==> src/rtl/fetch_pair_queue.sv <==
// fetch_pair_queue
// Dual-slot instruction fetch stage. Issues the (pcF1, pcF2) pair to a
// synchronous-read instruction memory, captures the returned instruction
// pair with its PCs one cycle later, and queues it for decode behind a
// valid/ready handshake. A credit check over queued plus in-flight pairs
// drives fetch_stall so a returning read always finds a free slot.
//
// Optional feature macro: FETCH_BYPASS_EN
//   When defined, a pair returning into an empty queue is presented to
//   decode combinationally in its arrival cycle and is not written if
//   decode takes it immediately.
module fetch_pair_queue #(
  parameter int          DEPTH    = 4,
  parameter logic [31:0] RESET_PC = 32'h0001_0000
) (
  input  logic        clk,
  input  logic        rst,
  input  logic        fetch_valid,
  input  logic [31:0] pcF1,
  input  logic [31:0] pcF2,
  input  logic        flush,
  output logic        imem_req,
  output logic [31:0] imem_addr1,
  output logic [31:0] imem_addr2,
  input  logic [31:0] imem_rdata1,
  input  logic [31:0] imem_rdata2,
  output logic        fetch_stall,
  output logic        dec_valid,
  input  logic        dec_ready,
  output logic [31:0] dec_pc1,
  output logic [31:0] dec_pc2,
  output logic [31:0] dec_instr1,
  output logic [31:0] dec_instr2
);

  localparam int DATA_W = 32;
  localparam int PTR_W  = $clog2(DEPTH);
  localparam int CNT_W  = $clog2(DEPTH + 1);
  localparam int OCC_W  = CNT_W + 1;

  typedef struct packed {
    logic [DATA_W-1:0] pc1;
    logic [DATA_W-1:0] pc2;
    logic [DATA_W-1:0] instr1;
    logic [DATA_W-1:0] instr2;
  } entry_t;

  // Queue storage and control
  entry_t           q_mem [DEPTH];
  logic [PTR_W-1:0] rd_ptr;
  logic [PTR_W-1:0] wr_ptr;
  logic [CNT_W-1:0] count;

  // Stage-1: request issued last cycle, data returning this cycle
  logic              s1_valid;
  logic [DATA_W-1:0] s1_pc1;
  logic [DATA_W-1:0] s1_pc2;

  logic [OCC_W-1:0] occupancy;
  logic             space;
  logic             q_nonempty;
  logic             push;
  logic             pop;
  logic             byp_active;
  logic             byp_take;
  entry_t           arriving;
  entry_t           head;

  // Memory addresses follow the PC generator directly.
  assign imem_addr1 = pcF1;
  assign imem_addr2 = pcF2;

  // Credit: queued pairs plus the one possibly in flight must leave a slot.
  // A pop in this cycle is deliberately not counted, keeping fetch_stall
  // independent of dec_ready.
  assign occupancy   = OCC_W'(count) + OCC_W'(s1_valid);
  assign space       = occupancy < OCC_W'(DEPTH);
  assign fetch_stall = ~space;
  assign imem_req    = fetch_valid & space & ~flush & ~rst;

  assign q_nonempty = (count != '0);
  assign arriving   = {s1_pc1, s1_pc2, imem_rdata1, imem_rdata2};
  assign head       = q_mem[rd_ptr];

`ifdef FETCH_BYPASS_EN
  // Arriving pair is visible to decode when nothing older is queued.
  assign byp_active = ~q_nonempty & s1_valid & ~flush;
`else
  assign byp_active = 1'b0;
`endif
  assign byp_take = byp_active & dec_ready;

  assign pop  = q_nonempty & dec_ready;
  assign push = s1_valid & ~byp_take;

  // Present the head entry (or the bypassed arrival); zeros when idle.
  always_comb begin
    dec_valid  = 1'b0;
    dec_pc1    = '0;
    dec_pc2    = '0;
    dec_instr1 = '0;
    dec_instr2 = '0;
    if (q_nonempty) begin
      dec_valid  = 1'b1;
      dec_pc1    = head.pc1;
      dec_pc2    = head.pc2;
      dec_instr1 = head.instr1;
      dec_instr2 = head.instr2;
    end else if (byp_active) begin
      dec_valid  = 1'b1;
      dec_pc1    = arriving.pc1;
      dec_pc2    = arriving.pc2;
      dec_instr1 = arriving.instr1;
      dec_instr2 = arriving.instr2;
    end
  end

  // Queue control: occupancy, pointers and the stage-1 valid; flush wins.
  always_ff @(posedge clk or posedge rst) begin
    if (rst) begin
      count    <= '0;
      rd_ptr   <= '0;
      wr_ptr   <= '0;
      s1_valid <= 1'b0;
    end else if (flush) begin
      count    <= '0;
      rd_ptr   <= '0;
      wr_ptr   <= '0;
      s1_valid <= 1'b0;
    end else begin
      s1_valid <= imem_req;
      if (push) begin
        wr_ptr <= wr_ptr + PTR_W'(1);
      end
      if (pop) begin
        rd_ptr <= rd_ptr + PTR_W'(1);
      end
      if (push && !pop) begin
        count <= count + CNT_W'(1);
      end else if (!push && pop) begin
        count <= count - CNT_W'(1);
      end
    end
  end

  // Stage-1 PCs: capture the pair whose read was just issued.
  always_ff @(posedge clk or posedge rst) begin
    if (rst) begin
      s1_pc1 <= RESET_PC;
      s1_pc2 <= RESET_PC;
    end else if (imem_req) begin
      s1_pc1 <= pcF1;
      s1_pc2 <= pcF2;
    end
  end

  // Queue write: returning pair lands at wr_ptr; dropped on flush.
  always_ff @(posedge clk) begin
    if (push && !flush) begin
      q_mem[wr_ptr] <= arriving;
    end
  end

endmodule
==> config.mk <==
export PLATFORM = sky130hd
export DESIGN_NAME = fetch_pair_queue
export DESIGN_NICKNAME = d
export VERILOG_FILES = /design/src/rtl/fetch_pair_queue.sv
export SDC_FILE = /design/constraint.sdc
export NUM_CORES = 1
export LEC_CHECK = 0
export ABC_AREA = 1
export CORE_AREA = 8 8 314 316
export DETAILED_ROUTE_END_ITERATION = 12
export DIE_AREA = 0 0 322 324
export PLACE_DENSITY = 0.41
export RECOVER_POWER = 50
export REMOVE_ABC_BUFFERS = 1
export SLEW_MARGIN = 20
export SYNTH_ARGS = -nofsm -noshare
export SYNTH_HDL_FRONTEND = slang
export SYNTH_SLANG_ARGS = --single-unit
==> constraint.sdc <==
create_clock -name clk -period 7.6 [get_ports clk]
set_input_delay 1.52 -clock clk [delete_from_list [all_inputs] [get_ports clk]]
set_output_delay 1.52 -clock clk [all_outputs]
set_load 0.03 [all_outputs]
# Word-level counts from Yosys, hierarchy flattened
# Memory sizes are Yosys's and may differ from the RTL's.
# Cells that the tools add are included.
# totals
reg_bits,72
memories,1
wordCells,45
mem_bits_rw,512
# op_classes
bitwise,7
reduce_logical,10
n_mux,15
add_sub_neg,5
magnitude_cmp,1
# mem_list
memory,depth,word_bits,rd,rd_ports_with_merged_regs,write_ports,line,text
q_mem,4,128,1,0,1,49,entry_t q_mem [DEPTH];
# op_table
op,n
$mux 32,4
$mux 3,3
$mux 2,4
$reduce_bool 3->1,2
$add 2x1->2 const B,2
$add 3x1->4,1
$and 1x1->1,4
$lt 4x3->1 const B,1
$mux 1,4
$reduce_bool 2->1,2
$add 3x1->3 const B,1
$logic_and 1x1->1,3
$logic_not 1->1,3
$not 1->1,3
$sub 3x1->3 const B,1

# Depth between registers and ports, before layout
# Gate-level depths: netlist (run 1).
# depth
word_depth,6
mapped_depth,11
depth_no_buf,11

# Least setup slack after synthesis (run 1)
# Ideal clock, no wire load.
# synth_timing
path_kind,input to register
from,input port flush
to,"memory q_mem[0][0] (netlist bit), enable pin"
setup_ns,0.617
arrival_ns,7.030
setup_slack_ns,-0.047
path_buffers,0
cell_stages,3
path_cell_list,inv_4 nand2_1 nor2_1
# synth_between
elab_chain_len,4
# synth_lines
item,line,text
start: declaration,21,"input logic flush,"
$logic_not 1->1,159,if (push && !flush) begin
$logic_and 1x1->1,159,
$mux 1,159,
$mux 1 (implied by the code),160,q_mem[wr_ptr] <= arriving;
end: declaration,49,
# Every way passes these cells.

# Final worst setup path (run 1)
# layout_timing
from,input port rst
to,output port imem_req
# layout_between
elab_chain_len,2
# layout_lines
item,line,text
start: declaration,17,"input logic rst,"
$not 1->1,79,assign imem_req = fetch_valid & space & ~flush & ~rst;
$and 1x1->1,79,
end: declaration,22,"output logic imem_req,"
# Every way passes these cells.

==> results of run 1 <==
-- per-stage QoR --
step | total power [mW] | utilization | hold slack, ns
global placement | 7.22 | 0.291 | 0.487
finish | 10.3 | 0.314 | 0.500
global route | 10.8 | 0.314 | 0.524
detailed placement | 7.24 | 0.291 | 0.491
floorplan | 5.68 | - | 0.468
CTS | 10.5 | 0.314 | 0.507
-- cell families after synthesis --
| family | after synthesis | synth area share |
|---|---|---|
| compound gates | 452 | 0.0973 |
| xor+xnor | 1 | 0.000377 |
| buf+inv | 201 | 0.0485 |
| simple gates | 677 | 0.112 |
| flops | 584 | 0.739 |
| fa+ha+maj | 5 | 0.00301 |
-- routing by layer --
metal,vias up,global-route usage,share of wire
met5,-,0,0.00018
met4,2,0.0325,0.018
met3,85,0.0274,0.053
met2,358,0.209,0.47
met1,7376,0.168,0.46
li1,7129,-,-
-- path summary, 6_finish.rpt --
kind	to	slack, ns
max in group asynchronous	rd_ptr[1]	2.10
hold / removal	q_mem[1][76]	0.50
min in group asynchronous	s1_pc1[5]	1.47
setup reg to reg	q_mem[1][28]	3.60
hold reg to reg	q_mem[1][76]	0.50
setup / recovery	imem_req	1.97
-- area by class of cell --
cell class              instances  area [um^2]
multi-input cells            1135         4940
clock buffers                  97         1940
inverters                      17         83.8
repair buffers                353         3520
clock inverters                29          243
fillers                      9518        64400
flip-flops and latches        584        17200
well taps                    1265         1580
-- power groups by stage --
stage / clock network, mW / logic, mW / registers, mW
4_1_cts: 3.29 / 3.15 / 4.04
3_5_place_dp: 0 / 3.13 / 4.11
6_report: 3.16 / 3.06 / 4.04
5_1_grt: 3.40 / 3.31 / 4.07
3_3_place_gp: 0 / 3.13 / 4.09
2_1_floorplan: 0 / 1.60 / 4.08
-- registers in the layout, indices dropped and copies added, names as in the netlist --
name,flops
q_mem,512
s1_pc1,32
s1_pc2,32
count,3
rd_ptr,2
wr_ptr,2
push,1
-- worst max-delay path: stages --
cell and delay, ns:
dlygate4sd3_1 0.55, clkinvlp_2 0.44, nand3_1 0.24, nor2_4 0.14, buf_4 0.42, clkdlybuf4s50_1 0.77
-- synthesized netlist by cell type --
cell | n | share of area
nor3_1 | 1 | 0.00022
fa_1 | 1 | 0.00086
nand3_1 | 5 | 0.0011
nor2_1 | 522 | 0.084
buf_8 | 1 | 0.00065
buf_2 | 43 | 0.0093
xor2_1 | 1 | 0.00038
nand2_1 | 133 | 0.021
nor2_4 | 1 | 0.00048
a21oi_1 | 129 | 0.028
edfxtp_1 | 512 | 0.66
clkbuf_2 | 1 | 0.00022
buf_4 | 69 | 0.022
inv_1 | 15 | 0.0024
clkinv_2 | 1 | 0.00022
inv_4 | 1 | 0.00027
nand4_1 | 3 | 0.00081
clkbuf_1 | 55 | 0.0089
nand2_2 | 11 | 0.0030
buf_6 | 6 | 0.0029
ha_1 | 4 | 0.0022
o21ai_1 | 11 | 0.0024
buf_1 | 9 | 0.0015
nand3_2 | 1 | 0.00043
o21ai_0 | 312 | 0.067
dfrtp_1 | 70 | 0.075
dfstp_2 | 2 | 0.0023
==> out/qor.txt, run 1 <==
Antenna cells -> 0
CTS tree -> built
Post-CTS Setup Bufs -> 0
Clk sinks -> 584
Data required, critical path -> 6.08 ns
Synthesized flop and latch total -> 584
Reg2Reg Launch Point -> wr_ptr[1]
Area growth syn-to-layout -> 26.9%
WS Path Type -> input port to primary output
Clock Power Share -> 0.308
Hold Path Origin -> s1_pc2[12]
Synth warnings -> 0
Switch Pwr -> 3.55 mW
Final cycle utilization of the critical path -> 0.740
Post-synthesis cell type count -> 27
Initial antenna violation count -> 10
Crit. Startpoint -> rst
Number of global-route vias before repair -> 15,500
Pre-CTS setup slack -> 2.35 ns
Sequential area share after synthesis -> 0.739
Cells after Synth -> 1,920
Num CTS Buffers -> 69
Pin count of the biggest net entering global routing -> 183
Post-detailed-route wirelength per cell -> 19.5 um
Commonest non-fill, non-tap cell in the layout -> nor2_1
H-tree level count -> 3
Comb pwr share -> 0.298
Slew Viols, Final -> 212
Die area -> 104,000 um^2
Die H -> 324 um
RSZ-0062 raised after global routing -> false
Detailed Route WL -> 68.0 mm
Hold Crit Depth -> 0
Max Root-Sink Buffers -> 3
1st-iter DRT viols -> 923
Final min period -> 5.63 ns
Commonest non-fill, non-tap cells in the layout -> nor2_1 (521), edfxtp_1 (512), o21ai_0 (312)
R2R depth -> 5
Count of final hold-check violations -> 0
P_int -> 6.71 mW
Max VDD drop -> 213 uV
DR DRC count -> 0
Total GRT Usage -> 0.127
Slew headroom -> -1.50
Setup TNS -> 0 ns
Post-synthesis instance area -> 23,200 um^2
Starting Density -> 0.248
Critical Path End Type -> primary output
Clock skew -> 0.0120 ns
Crit-path max FO -> 30
Synth Area per Inst -> 12.1 um^2
CP startpoint kind -> input port
Total iterations of the first detailed-routing run -> 6
Routed Antenna Nets -> 0
PD cells -> 348 nW/um^2
Sequential Power Share -> 0.394
Worst-path clk slew -> 0.06 ns
Max_cap viols -> 6
Vias/cell -> 4.30
Via count -> 15,000
Hold Path Class -> flip-flop to flip-flop
Cell Rows -> 113
Post-CTS Resized -> 0
Hold-fix buffers at CTS -> 0
Placed cells -> 3,353
Final #Nets -> 2,298
Worst skew pair latency -> 0.59 ns
Post-DP HPWL -> 37.8 mm
First-pass GRT wire length -> 100 mm
Root Driver -> clkbuf_16
Grt ovf -> 0
Port bufs -> 327
Sw Ratio -> 0.346
Cell area after layout -> 29,500 um^2
Final Wtd Congestion -> 0.698
Final WS setup -> 1.97 ns
Static Leakage -> 10.1 nW
Final setup vio count -> 0
Failing checks -> max-capacitance violations, max-slew violations
Die Wd -> 322 um
Status -> finished, violations left
DP Area -> 27,300 um^2
Worst Path Arrival -> 4.11 ns
Final Non-Filler Cells -> 3,480
Worst Tran Pin Value -> 3.74 ns
Core Box Area -> 93,900 um^2
Share of cells above drive strength 1 -> 0.0614
# IOs -> 328
F_max -> 0.178 GHz
No activity file was read; power rests on OpenSTA's default activity.
==> inputs of run 2 (changes only) <==
PLACE_DENSITY = 0.42   (was 0.41)
clock period = 4.6 ns   (was 7.6 ns; I/O delays follow)
==> run 2 against run 1 <==
Net effect: the flow still finishes with violations (max-capacitance violations, max-slew violations); clock skew is 0.0082 ns higher; final area is 0.45% higher; largest cell class unchanged; total power is 66% higher; register-to-register slack worse by 2.2 ns; via count is 0.19% higher.
==> out/qor.txt, run 2 (same netlist as run 1, synthesis figures left out) <==
Max reg flops -> 512 (unchanged)
Final setup vio count -> 0 (unchanged)
Hold-fix buffers at CTS -> 0 (unchanged)
Post-DP HPWL -> 36.5 mm (was 37.8 mm)
Worst Tran Pin Value -> 2.47 ns (was 3.74 ns)
RSZ-0062 raised after global routing -> false (unchanged)
Top flop regs -> q_mem: 512 flops, s1_pc1: 32 flops, s1_pc2: 32 flops (unchanged)
Worst Path Arrival -> 3.42 ns (was 4.11 ns)
Cell area after layout -> 29,600 um^2 (was 29,500 um^2)
Die Wd -> 322 um (unchanged)
Slew Viols, Final -> 246 (was 212)
Grt ovf -> 0 (unchanged)
Biggest register -> q_mem (unchanged)
Crit-path max FO -> 57 (was 30)
Antenna cells -> 0 (unchanged)
Post-detailed-route wirelength per cell -> 19.4 um (was 19.5 um)
Critical Path End Type -> primary output (unchanged)
Post-CTS Setup Bufs -> 0 (unchanged)
Hold Path Class -> flip-flop to flip-flop (unchanged)
Total iterations of the first detailed-routing run -> 5 (was 6)
Final #Nets -> 2,299 (was 2,298)
# IOs -> 328 (unchanged)
Via count -> 15,000 (about the same)
WS Path Type -> flip-flop to primary output (was input port to primary output)
Failing checks -> max-capacitance violations, max-slew violations (unchanged)
Die area -> 104,000 um^2 (unchanged)
Total GRT Usage -> 0.125 (was 0.127)
Port bufs -> 327 (unchanged)
Final min period -> 4.34 ns
Final Wtd Congestion -> 0.708 (was 0.698)
Die H -> 324 um (unchanged)
Initial antenna violation count -> 3 (was 10)
Commonest non-fill, non-tap cells in the layout -> nor2_1 (519), edfxtp_1 (512), o21ai_0 (312) (was nor2_1 (521), edfxtp_1 (512), o21ai_0 (312))
DR DRC count -> 0 (unchanged)
Max Root-Sink Buffers -> 3 (unchanged)
1st-iter DRT viols -> 893 (was 923)
Filler cells -> 9,442 (was 9,518)
Pin count of the biggest net entering global routing -> 129 (was 183)
Starting Density -> 0.248 (unchanged)
Routed Antenna Nets -> 0 (unchanged)
First-pass GRT wire length -> 99.2 mm (was 100 mm)
Final cycle utilization of the critical path -> 0.944
Max_cap viols -> 4 (was 6)
Cell Rows -> 113 (unchanged)
CP startpoint kind -> flip-flop (was input port)
Data required, critical path -> 3.68 ns (was 6.08 ns)
Setup TNS -> 0 ns (unchanged)
Worst-path clk slew -> 0.06 ns (about the same)
Static Leakage -> 10.2 nW (was 10.1 nW)
H-tree level count -> 3 (unchanged)
Worst skew pair latency -> 0.59 ns (about the same)
Max VDD drop -> 355 uV (was 213 uV)
Post-CTS Resized -> 0 (unchanged)
Clock skew -> 0.0202 ns (was 0.0120 ns)
Area growth syn-to-layout -> 27.5% (was 26.9%)
Root Driver -> clkbuf_16 (unchanged)
Share of cells above drive strength 1 -> 0.0664 (was 0.0614)
PD cells -> 574 nW/um^2 (was 348 nW/um^2)
Slew headroom -> -0.647 (was -1.50)
F_max -> 0.230 GHz
Num CTS Buffers -> 70 (was 69)
Clk sinks -> 584 (unchanged)
Vias/cell -> 4.30 (about the same)
Count of final hold-check violations -> 0 (unchanged)
Core Box Area -> 93,900 um^2 (unchanged)
Status -> finished, violations left (unchanged)
CTS tree -> built (unchanged)
Commonest non-fill, non-tap cell in the layout -> nor2_1 (unchanged)
DP Area -> 27,500 um^2 (was 27,300 um^2)
Number of global-route vias before repair -> 15,400 (was 15,500)
Detailed Route WL -> 67.4 mm (was 68.0 mm)
[run 2: cell types whose count changed in the layout (fill, tap and decap cells not counted), moves of 2 or more]
| cell | before | now |
|---|---|---|
| buf_12 | 4 | 14 |
| clkbuf_1 | 25 | 15 |
| buf_4 | 17 | 9 |
| clkbuf_2 | 0 | 4 |
| clkinv_1 | 11 | 15 |
| clkinv_2 | 7 | 11 |
| clkdlybuf4s50_1 | 260 | 258 |
| inv_6 | 5 | 3 |
| nor2_1 | 521 | 519 |
| nor2_4 | 2 | 4 |
[run 2: path summary, 6_finish.rpt]
kind                            startpoint            to  slack, ns  cells after the start
worst max-delay path             rd_ptr[0]   dec_pc2[29]       0.26                      6
worst min-delay path             s1_pc2[1]  q_mem[1][65]       0.50                      0
worst max register to register        push   q_mem[0][7]       1.39                      3
worst min register to register   s1_pc2[1]  q_mem[1][65]       0.50                      0
max in group asynchronous              rst     rd_ptr[0]       1.65                      3
min in group asynchronous              rst    s1_pc1[18]       0.82                      2
[run 2: layout make-up]
class,count,area (um^2),area share
Sequential cell,584,17200,0.580
Multi-Input combinational cell,1135,4970,0.168
Timing Repair Buffer,353,3630,0.123
Clock buffer,92,1940,0.0654
Tap cell,1265,1580,0.0534
Clock inverter,34,236,0.00798
Inverter,17,82.6,0.00279
[run 2: critical path, cell delays in order, from the launching register on]
cell and delay [ns]:
dfrtp_4 0.73, inv_8 0.37, buf_12 0.29, buf_4 0.33, o21ai_0 0.14, a21oi_1 0.21
clkdlybuf4s50_1 0.71
[run 2: stage by stage]
stage	util	power [mW]	setup WS [ns]	hold slack, ns	cells
floorplan	-	9.38	-4.63	0.468	1736
global placement	0.293	12.0	0.690	0.485	3354
detailed placement	0.293	12.1	0.689	0.492	3354
CTS	0.316	17.4	0.0375	0.497	3480
global route	0.316	17.9	0.0212	0.516	3480
finish	0.316	17.0	0.256	0.505	3480
[run 2: metal layers]
metal,GRT usage,wire [um],vias to the layer above
met5,0,0,-
met4,0.0364,1440,0
met3,0.0280,3800,101
met2,0.202,31300,379
met1,0.167,30800,7367
li1,-,-,7132
[run 2: power by group]
part           internal, mW  switching (mW)  total [mW]
Clock                  3.08            2.14        5.22
Sequential             6.30           0.329        6.63
Combinational          1.74            3.41        5.15
Total                  11.1            5.88        17.0
